===== src/rtl/miter_result_monitor_pkg.sv =====
// miter_mon_pkg: shared state encoding and helpers for the miter result monitor
package miter_mon_pkg;
  typedef enum logic [1:0] {IDLE, RUN, DRAIN, DONE} mon_state_e;
  localparam logic [63:0] ERR_SAT = '1;
  function automatic logic masked_diff(input logic gold, input logic gate, input logic care);
    return (gold ^ gate) & care;
  endfunction
endpackage


===== src/rtl/miter_result_monitor_cmp_stage.sv =====
// miter_cmp_stage: registered compare stage holding one accepted sample and its mismatch flag
module miter_cmp_stage #(
  parameter int WIDTH = 1,
  parameter int CNT_W = 32
) (
  input  logic             clk,
  input  logic             rst,
  input  logic             flush,
  input  logic             load,
  input  logic [CNT_W-1:0] load_idx,
  input  logic [WIDTH-1:0] load_gold,
  input  logic [WIDTH-1:0] load_gate,
  input  logic [WIDTH-1:0] load_diff,
  output logic             valid,
  output logic [CNT_W-1:0] idx,
  output logic [WIDTH-1:0] gold,
  output logic [WIDTH-1:0] gate,
  output logic [WIDTH-1:0] diff,
  output logic             mismatch
);
  always_ff @(posedge clk) begin
    if (rst || flush) begin
      valid <= 1'b0;
      idx   <= '0;
      gold  <= '0;
      gate  <= '0;
      diff  <= '0;
    end else begin
      valid <= load;
      if (load) begin
        idx  <= load_idx;
        gold <= load_gold;
        gate <= load_gate;
        diff <= load_diff;
      end
    end
  end
  assign mismatch = valid && |diff;
endmodule


===== src/rtl/miter_result_monitor.sv =====
// miter_result_monitor: scores a bounded run of gold/gate miter samples with first-fail capture
module miter_result_monitor
  import miter_mon_pkg::*;
#(
  parameter int WIDTH = 1,
  parameter int CNT_W = 32,
  parameter int ERR_W = 16
) (
  input  logic             clk,
  input  logic             rst,
  input  logic             start,
  input  logic [CNT_W-1:0] run_len,
  input  logic             in_valid,
  input  logic [WIDTH-1:0] gold,
  input  logic [WIDTH-1:0] gate,
  input  logic [WIDTH-1:0] care,
  output logic             busy,
  output logic             done,
  output logic             pass,
  output logic [ERR_W-1:0] err_cnt,
  output logic             fail_seen,
  output logic [CNT_W-1:0] fail_idx,
  output logic [WIDTH-1:0] fail_gold,
  output logic [WIDTH-1:0] fail_gate,
  output logic [WIDTH-1:0] fail_diff
);
  mon_state_e state, state_n;
  logic [CNT_W-1:0] len, cnt, s_idx;
  logic [WIDTH-1:0] diff, s_gold, s_gate, s_diff;
  logic start_ok, acc, s_valid, s_mis;
  assign start_ok = start && (state == IDLE || state == DONE);
  assign acc      = state == RUN && in_valid && cnt < len;
  for (genvar i = 0; i < WIDTH; i++) begin : g_diff
    assign diff[i] = masked_diff(gold[i], gate[i], care[i]);
  end
  miter_cmp_stage #(.WIDTH(WIDTH), .CNT_W(CNT_W)) u_cmp (
    .clk      (clk),
    .rst      (rst),
    .flush    (start_ok),
    .load     (acc),
    .load_idx (cnt),
    .load_gold(gold),
    .load_gate(gate),
    .load_diff(diff),
    .valid    (s_valid),
    .idx      (s_idx),
    .gold     (s_gold),
    .gate     (s_gate),
    .diff     (s_diff),
    .mismatch (s_mis)
  );
  // The last sample enters the stage on the RUN->DRAIN edge and retires on the next one.
  always_comb begin
    state_n = state;
    if (start_ok) state_n = (run_len == '0) ? DONE : RUN;
    else if (acc && cnt == len - CNT_W'(1)) state_n = DRAIN;
    else if (state == DRAIN) state_n = DONE;
  end
  always_ff @(posedge clk) begin
    if (rst) begin
      state     <= IDLE;
      len       <= '0;
      cnt       <= '0;
      err_cnt   <= '0;
      fail_seen <= 1'b0;
      fail_idx  <= '0;
      fail_gold <= '0;
      fail_gate <= '0;
      fail_diff <= '0;
    end else begin
      state <= state_n;
      if (start_ok) begin
        len       <= run_len;
        cnt       <= '0;
        err_cnt   <= '0;
        fail_seen <= 1'b0;
        fail_idx  <= '0;
        fail_gold <= '0;
        fail_gate <= '0;
        fail_diff <= '0;
      end else begin
        if (acc) cnt <= cnt + CNT_W'(1);
        if (s_mis) begin
          if (err_cnt != ERR_SAT[ERR_W-1:0]) err_cnt <= err_cnt + ERR_W'(1);
          if (!fail_seen) begin
            fail_seen <= 1'b1;
            fail_idx  <= s_idx;
            fail_gold <= s_gold;
            fail_gate <= s_gate;
            fail_diff <= s_diff;
          end
        end
      end
    end
  end
  assign busy = state == RUN;
  assign done = state == DONE;
  assign pass = done && err_cnt == '0;
  a_drained: assert property (@(posedge clk) disable iff (rst) state == DONE |-> !s_valid);
endmodule


===== config.mk =====
export PLATFORM = sky130hd
export DESIGN_NAME = miter_result_monitor
export DESIGN_NICKNAME = d
export VERILOG_FILES = /design/src/rtl/miter_result_monitor_pkg.sv /design/src/rtl/miter_result_monitor_cmp_stage.sv /design/src/rtl/miter_result_monitor.sv
export SDC_FILE = /design/constraint.sdc
export NUM_CORES = 1
export LEC_CHECK = 0
export CORE_MARGIN = 8
export CORE_UTILIZATION = 45
export DETAILED_ROUTE_END_ITERATION = 7
export PLACE_DENSITY_LB_ADDON = 0.08
export SYNTH_ARGS = -nofsm -noshare
export SYNTH_HDL_FRONTEND = slang
export SYNTH_SLANG_ARGS = --single-unit

===== constraint.sdc =====
create_clock -name clk -period 5.3 [get_ports clk]
set_clock_uncertainty 0.2 [all_clocks]
set_input_delay 1.59 -clock clk [delete_from_list [all_inputs] [get_ports clk]]
set_output_delay 1.59 -clock clk [all_outputs]
set_load 0.05 [all_outputs]

==> flow_summary_export.csv, run 1 <==
group,metric,value,unit
status,outcome,"completed",
critical_path,critical_path_class,"flip-flop to output pin",
yosys,yosys_warnings,0,
power,p_leak,0.00339,µW
critical_path,cp-startpoint,"state[0]$_SDFFE_PP0P_",
yosys,syn_area,8120,µm²
critical_path,critPathArrivalTime,2.36,ns
routing,drtIter0Drc,467,
power,powerDensity,338,nW/µm²
yosys,synth.avg_cell_area,7.87,µm²
clock_tree,cts.repair.resized,0,
floorplanning,fp.dieW,150,µm
critical_path,crit_slowest_cell,"clkdlybuf4s50_1",
floorplanning,io_pins,94,
finish,drive_above_1_share,0.0463,
timing,setup_violations,0,
timing,drv_slew,0,
timing,fin_tns_setup,0,ns
run,drv_cap,0,
yosys,synth-edff-count,0,
yosys,ys.flop_type,"dfxtp_1",
floorplanning,die_area,22600,µm²
routing,routed_wl,21200,µm
yosys,synth-seq-area-share,0.380,
placed_design,port_buffers,93,
clock_tree,htreeDepth,4,
global_routing,grt_pass1_wl,34900,µm
yosys,synthArstFlopShare,0,
routing,antenna_left,0,
finish,multiInputGateArea,4640,µm²
clock_tree,clk_latency,0.43,ns
finish,fin_nets,1168,
clock_tree,hold_buffers,0,
finish,antenna_cells,0,
timing,hold_violations,0,
hold_path,min_from,"u_cmp.idx[16]$_SDFFE_PP0P_",
routing,viasPerCell,5.48,
timing,slew_headroom,0.231,
critical_path,required,3.51,ns
critical_path,timing.rr.start,"len[0]$_SDFFE_PP0P_",
finish,fin_cells,1331,
clock_tree,cts_buffers,17,
routing,wire_per_inst,15.9,µm
finish,fill_cells,1718,
critical_path,critPathTopFamily,"buffers and inverters",
clock_tree,cts_tree,"built",
floorplanning,core_area,17800,µm²
global_routing,gr-total-overflow,0,
critical_path,crit_chain,"ha_1, nor4b_1, and4_1, clkdlybuf4s50_1",
clock_tree,clkTransAtPathRegs,0.07,ns
timing,period_minus_slack,4.15,ns
global_routing,grt_pass1_vias,6964,
timing,rsz0062_at_grt,"no",
floorplanning,die_h,150,µm
placed_design,dp_slack,1.04,ns
clock_tree,post_cts_buffers,0,
placed_design,post-dp-hpwl,15500,µm
critical_path,crit_path_max_incr_delay,0.80,ns
timing,worst_slew_pin_slew,1.15,ns
global_routing,grt.total_usage,0.190,
finish,regArea,3080,µm²
floorplanning,initial_core_util,0.455,
yosys,yosysUniqueCellTypes,58,
yosys,synth_nets,1110,
clock_tree,cts_root_buffer,"clkbuf_16",
placed_design,gp_congestion,0.880,
yosys,synth_cells,1032,
timing,hold-worst-slack,0.253,ns
timing,fmax,241,MHz
placed_design,place_inst,1300,
timing,setup_slack,1.15,ns
yosys,ys_ff_latch,154,
floorplanning,row_count,49,
power,power.total,3300,µW
critical_path,start_kind,"flip-flop",
global_routing,grt_antenna_before_repair,0,
power,irDropWorstVdd,0.000257,V
routing,drc,0,
global_routing,grt_max_degree,57,
critical_path,worst-path-buf-inv,1,
critical_path,cp_max_fo,4,
clock_tree,cts_sinks,154,
critical_path,end_kind,"output pin",
routing,vias,7299,
finish,syn2layout_area_growth,20.3,%
routing,drtPass1Iterations,5,
hold_path,hold_path_class,"flip-flop to flip-flop",
timing,post-route-period-util,0.783,
clock_tree,clockBufferDepth,2,
## worst register-to-register path, stage by stage (launching register included)
cell and delay, ns:
dfxtp_1 0.38, inv_1 0.09, ha_1 0.28, or4b_1 0.69, nor4_4 0.60, nand2_4 0.13
or4_4 0.54, a211oi_2 0.26, o2111ai_1 0.12, nor4bb_1 0.35, o41a_1 0.16
## path summary, 6_finish.rpt
kind / slack (ns) / cells past startpoint / to
setup / recovery: 1.15 / 4 / pass
hold / removal: 0.25 / 2 / fail_idx[16]$_SDFFE_PP0P_
setup reg to reg: 1.46 / 10 / state[1]$_SDFFE_PP0P_
hold reg to reg: 0.25 / 2 / fail_idx[16]$_SDFFE_PP0P_
## final cells by class
cell class | count | area share
Timing Repair Buffer | 100 | 0.102
Clock buffer | 18 | 0.0449
Clock inverter | 13 | 0.0159
Inverter | 45 | 0.0173
Multi-Input combinational cell | 772 | 0.475
Sequential cell | 154 | 0.315
Tap cell | 229 | 0.0293
## layout by cell type, fill, tap and decap left out, types with 5 or more instances in the layout
cell	instances
nor2_1	95
nand3_1	36
or4_1	9
and4_1	9
mux2i_1	32
nand2_1	168
o21ai_0	29
xor2_1	27
o211ai_1	5
clkdlybuf4s50_1	93
nor4_1	35
and3_1	6
nand4_1	16
buf_4	6
inv_6	5
nor3_1	20
clkbuf_16	17
a31oi_1	6
inv_1	45
and2_1	5
nand2b_1	9
a21oi_1	109
ha_1	39
xnor2_1	39
or3_1	20
dfxtp_1	154
## layer usage
layer  vias up  global-route usage  wire (µm)
met3        23              0.0376       1010
met1      3422               0.236       9420
li1       3700                   -          -
met4         0              0.0510        274
met2       154               0.330      10500
met5         -                   0          0
## logic make-up (layout without fill, tap and decap cells)
group                      count (synthesis)  count (layout)  share of synthesized area
muxes                                     32              32                     0.0394
adders and majority gates                 39              39                     0.0601
and+or+nand+nor                          450             450                      0.267
DFF                                      154             154                      0.380
AOI/OAI and AO/OA                        185             185                      0.131
buffers and inverters                    106             176                     0.0513
xor gates and xnor gates                  66              66                     0.0712
## flip-flops by register name, indices dropped and copies added (netlist names)
name and count:
cnt 32, fail_idx 32, len 32, u_cmp.idx 32, err_cnt 16, state 2, fail_diff 1, fail_gate 1
fail_gold 1, fail_seen 1, u_cmp.diff 1, u_cmp.gate 1, u_cmp.gold 1, u_cmp.valid 1
## report_power, final
part,internal (µW),total [µW],switching [µW]
logic,304,790,486
registers,1200,1270,72.2
clock network,717,1240,524
## synth_stat cells, types with 16 or more instances
| cell | count | area share |
|---|---|---|
| nand2_1 | 168 | 0.078 |
| nor4_1 | 35 | 0.027 |
| nand3_1 | 36 | 0.022 |
| inv_1 | 45 | 0.021 |
| clkbuf_1 | 55 | 0.025 |
| nand4_1 | 16 | 0.012 |
| ha_1 | 39 | 0.060 |
| dfxtp_1 | 154 | 0.38 |
| a21oi_1 | 109 | 0.067 |
| nor3_1 | 20 | 0.012 |
| or3_1 | 20 | 0.015 |
| nor2_1 | 96 | 0.044 |
| xor2_1 | 27 | 0.029 |
| o21ai_0 | 30 | 0.018 |
| xnor2_1 | 39 | 0.042 |
| mux2i_1 | 32 | 0.039 |
## metrics by stage
stage,area [µm²],utilization
2_1_floorplan,8120,-
4_1_cts,9770,0.548
6_report,9770,0.548
5_1_grt,9770,0.548
3_5_place_dp,9180,0.514
3_3_place_gp,9180,0.514
Note: power is estimated with default switching activity, not from simulation.
==> run 2: changes to the inputs <==
Clock period 5.3 ns to 3.8 ns, I/O delays scaled along.
==> flow_summary_export.csv, run 2 (synthesis gave the netlist of run 1 again) <==
group,metric,value,unit
timing,period_minus_slack,3.53,ns
routing,routed_wl,23000,µm
timing,rsz0062_at_grt,"no",
finish,syn2layout_area_growth,24.1,%
floorplanning,die_area,22600,µm²
floorplanning,initial_core_util,0.455,
critical_path,reg2regPathDepth,10,
timing,worst_slew_pin_slew,0.738,ns
hold_path,min_from,"u_cmp.idx[25]$_SDFFE_PP0P_",
clock_tree,clkTransAtPathRegs,0.07,ns
routing,drc,0,
global_routing,gr-total-overflow,0,
timing,slew_headroom,0.503,
critical_path,timing.rr.start,"len[0]$_SDFFE_PP0P_",
hold_path,hold_depth,2,
clock_tree,cts_sinks,154,
timing,post-route-period-util,0.930,
clock_tree,cts_root_buffer,"clkbuf_16",
global_routing,grt_antenna_before_repair,0,
finish,layout_common_cells,"nand2_1, dfxtp_1, a21oi_1, nor2_1, clkdlybuf4s50_1",
timing,hold_violations,0,
floorplanning,core_area,17800,µm²
routing,antenna_left,0,
floorplanning,fp.dieW,150,µm
global_routing,grt.total_usage,0.206,
power,p_leak,0.00360,µW
finish,drive_above_1_share,0.0748,
clock_tree,cts_tree,"built",
global_routing,grt_pass1_wl,37200,µm
clock_tree,clk_latency,0.42,ns
global_routing,grt_pass1_vias,7203,
critical_path,start_kind,"flip-flop",
hold_path,whs_endpoint,"fail_idx[25]$_SDFFE_PP0P_",
timing,fmax,283,MHz
finish,fin_nets,1201,
finish,fin_cells,1365,
placed_design,port_buffers,93,
floorplanning,row_count,49,
hold_path,hold_path_class,"flip-flop to flip-flop",
status,outcome,"completed",
critical_path,critical_path_class,"flip-flop to flip-flop",
run,drv_cap,0,
critical_path,cp_max_fo,7,
floorplanning,io_pins,94,
timing,drv_slew,0,
floorplanning,die_h,150,µm
routing,viasPerCell,5.48,
placed_design,place_inst,1333,
clock_tree,cts_buffers,17,
placed_design,post-dp-hpwl,17200,µm
finish,final_common_cell,"nand2_1",
critical_path,end_kind,"flip-flop",
placed_design,gp_congestion,0.931,
clock_tree,htreeDepth,4,
power,powerDensity,476,nW/µm²
finish,antenna_cells,0,
critical_path,worstReg2RegEnd,"state[1]$_SDFFE_PP0P_",
timing,setup_violations,0,
critical_path,r2r_slack,0.27,ns
routing,drtIter0Drc,397,
global_routing,grt_max_degree,43,
power,irDropWorstVdd,0.000301,V
routing,wire_per_inst,16.9,µm
critical_path,critPathArrivalTime,3.70,ns
clock_tree,clockBufferDepth,2,
routing,drtPass1Iterations,5,
timing,fin_tns_setup,0,ns
critical_path,required,3.97,ns
routing,vias,7487,
==> run 2: changes by cell type in the layout (fill, tap and decap cells not counted), sizes merged <==
cell / change
buf: +33
bufinv: +1
clkdlybuf4s50: -1
clkinvlp: +1
dlymetal6s2s: +1
inv: -1
==> run 2: power breakdown <==
group | switching (µW) | total [µW] | internal [µW]
sequential | 86.4 | 1760 | 1670
clock | 741 | 1810 | 1070
combinational | 743 | 1230 | 483
==> run 2: metrics by stage <==
step | hold slack (ns) | cell area, µm² | power [µW] | setup WS, ns | utilization
floorplan | 0.231 | 8120 | 2620 | 0.513 | -
detailed placement | 0.244 | 9450 | 3000 | 0.335 | 0.530
global placement | 0.241 | 9450 | 3010 | 0.364 | 0.530
CTS | 0.254 | 10100 | 4810 | 0.0755 | 0.565
finish | 0.252 | 10100 | 4790 | 0.266 | 0.565
global route | 0.269 | 10100 | 5020 | 0.0778 | 0.565
==> run 2: metal layers <==
layer / part of all wire / vias to the layer above / global-route usage
li1: - / 3768 / -
met4: 0.015 / 0 / 0.0585
met3: 0.043 / 25 / 0.0400
met2: 0.49 / 145 / 0.355
met1: 0.45 / 3549 / 0.256
met5: 0 / - / 0
==> run 2: how the worst max path moves through the flow <==
stage | startpoint | slack, ns | cells past startpoint | endpoint
after detailed placement | in_valid | 0.33 | 8 | cnt[18]$_SDFFE_PP0P_
after CTS | state[0]$_SDFFE_PP0P_ | 0.08 | 4 | pass
after global routing | len[1]$_SDFFE_PP0P_ | 0.08 | 10 | state[1]$_SDFFE_PP0P_
final | len[0]$_SDFFE_PP0P_ | 0.27 | 10 | state[1]$_SDFFE_PP0P_
after global placement | in_valid | 0.36 | 8 | cnt[18]$_SDFFE_PP0P_
after floorplan | len[15]$_SDFFE_PP0P_ | 0.51 | 12 | u_cmp.gate$_SDFFE_PP0P_
==> run 2: worst max-delay path: stages (launching register included) <==
cell and delay, ns:
dfxtp_1 0.36, inv_1 0.08, ha_1 0.29, or4b_1 0.55
nor4_4 0.44, nand2_4 0.12, or4_4 0.53, a211oi_2 0.27
o2111ai_1 0.13, nor4bb_1 0.36, o41a_1 0.16
==> run 2: timing repair <==
item	CTS	global route
endpoints found under the hold margin	0	0
resized for setup	0	1
buffers inserted	0	0
hold buffers	0	0
endpoints found under the setup margin	0	1
==> run 2: layout make-up <==
class                   count  area, µm²
fillers                  1719       7760
multi-input cells         772       4640
flip-flops and latches    154       3080
repair buffers            133       1270
clock buffers              18        439
well taps                 229        287
clock inverters            14        184
inverters                  45        169
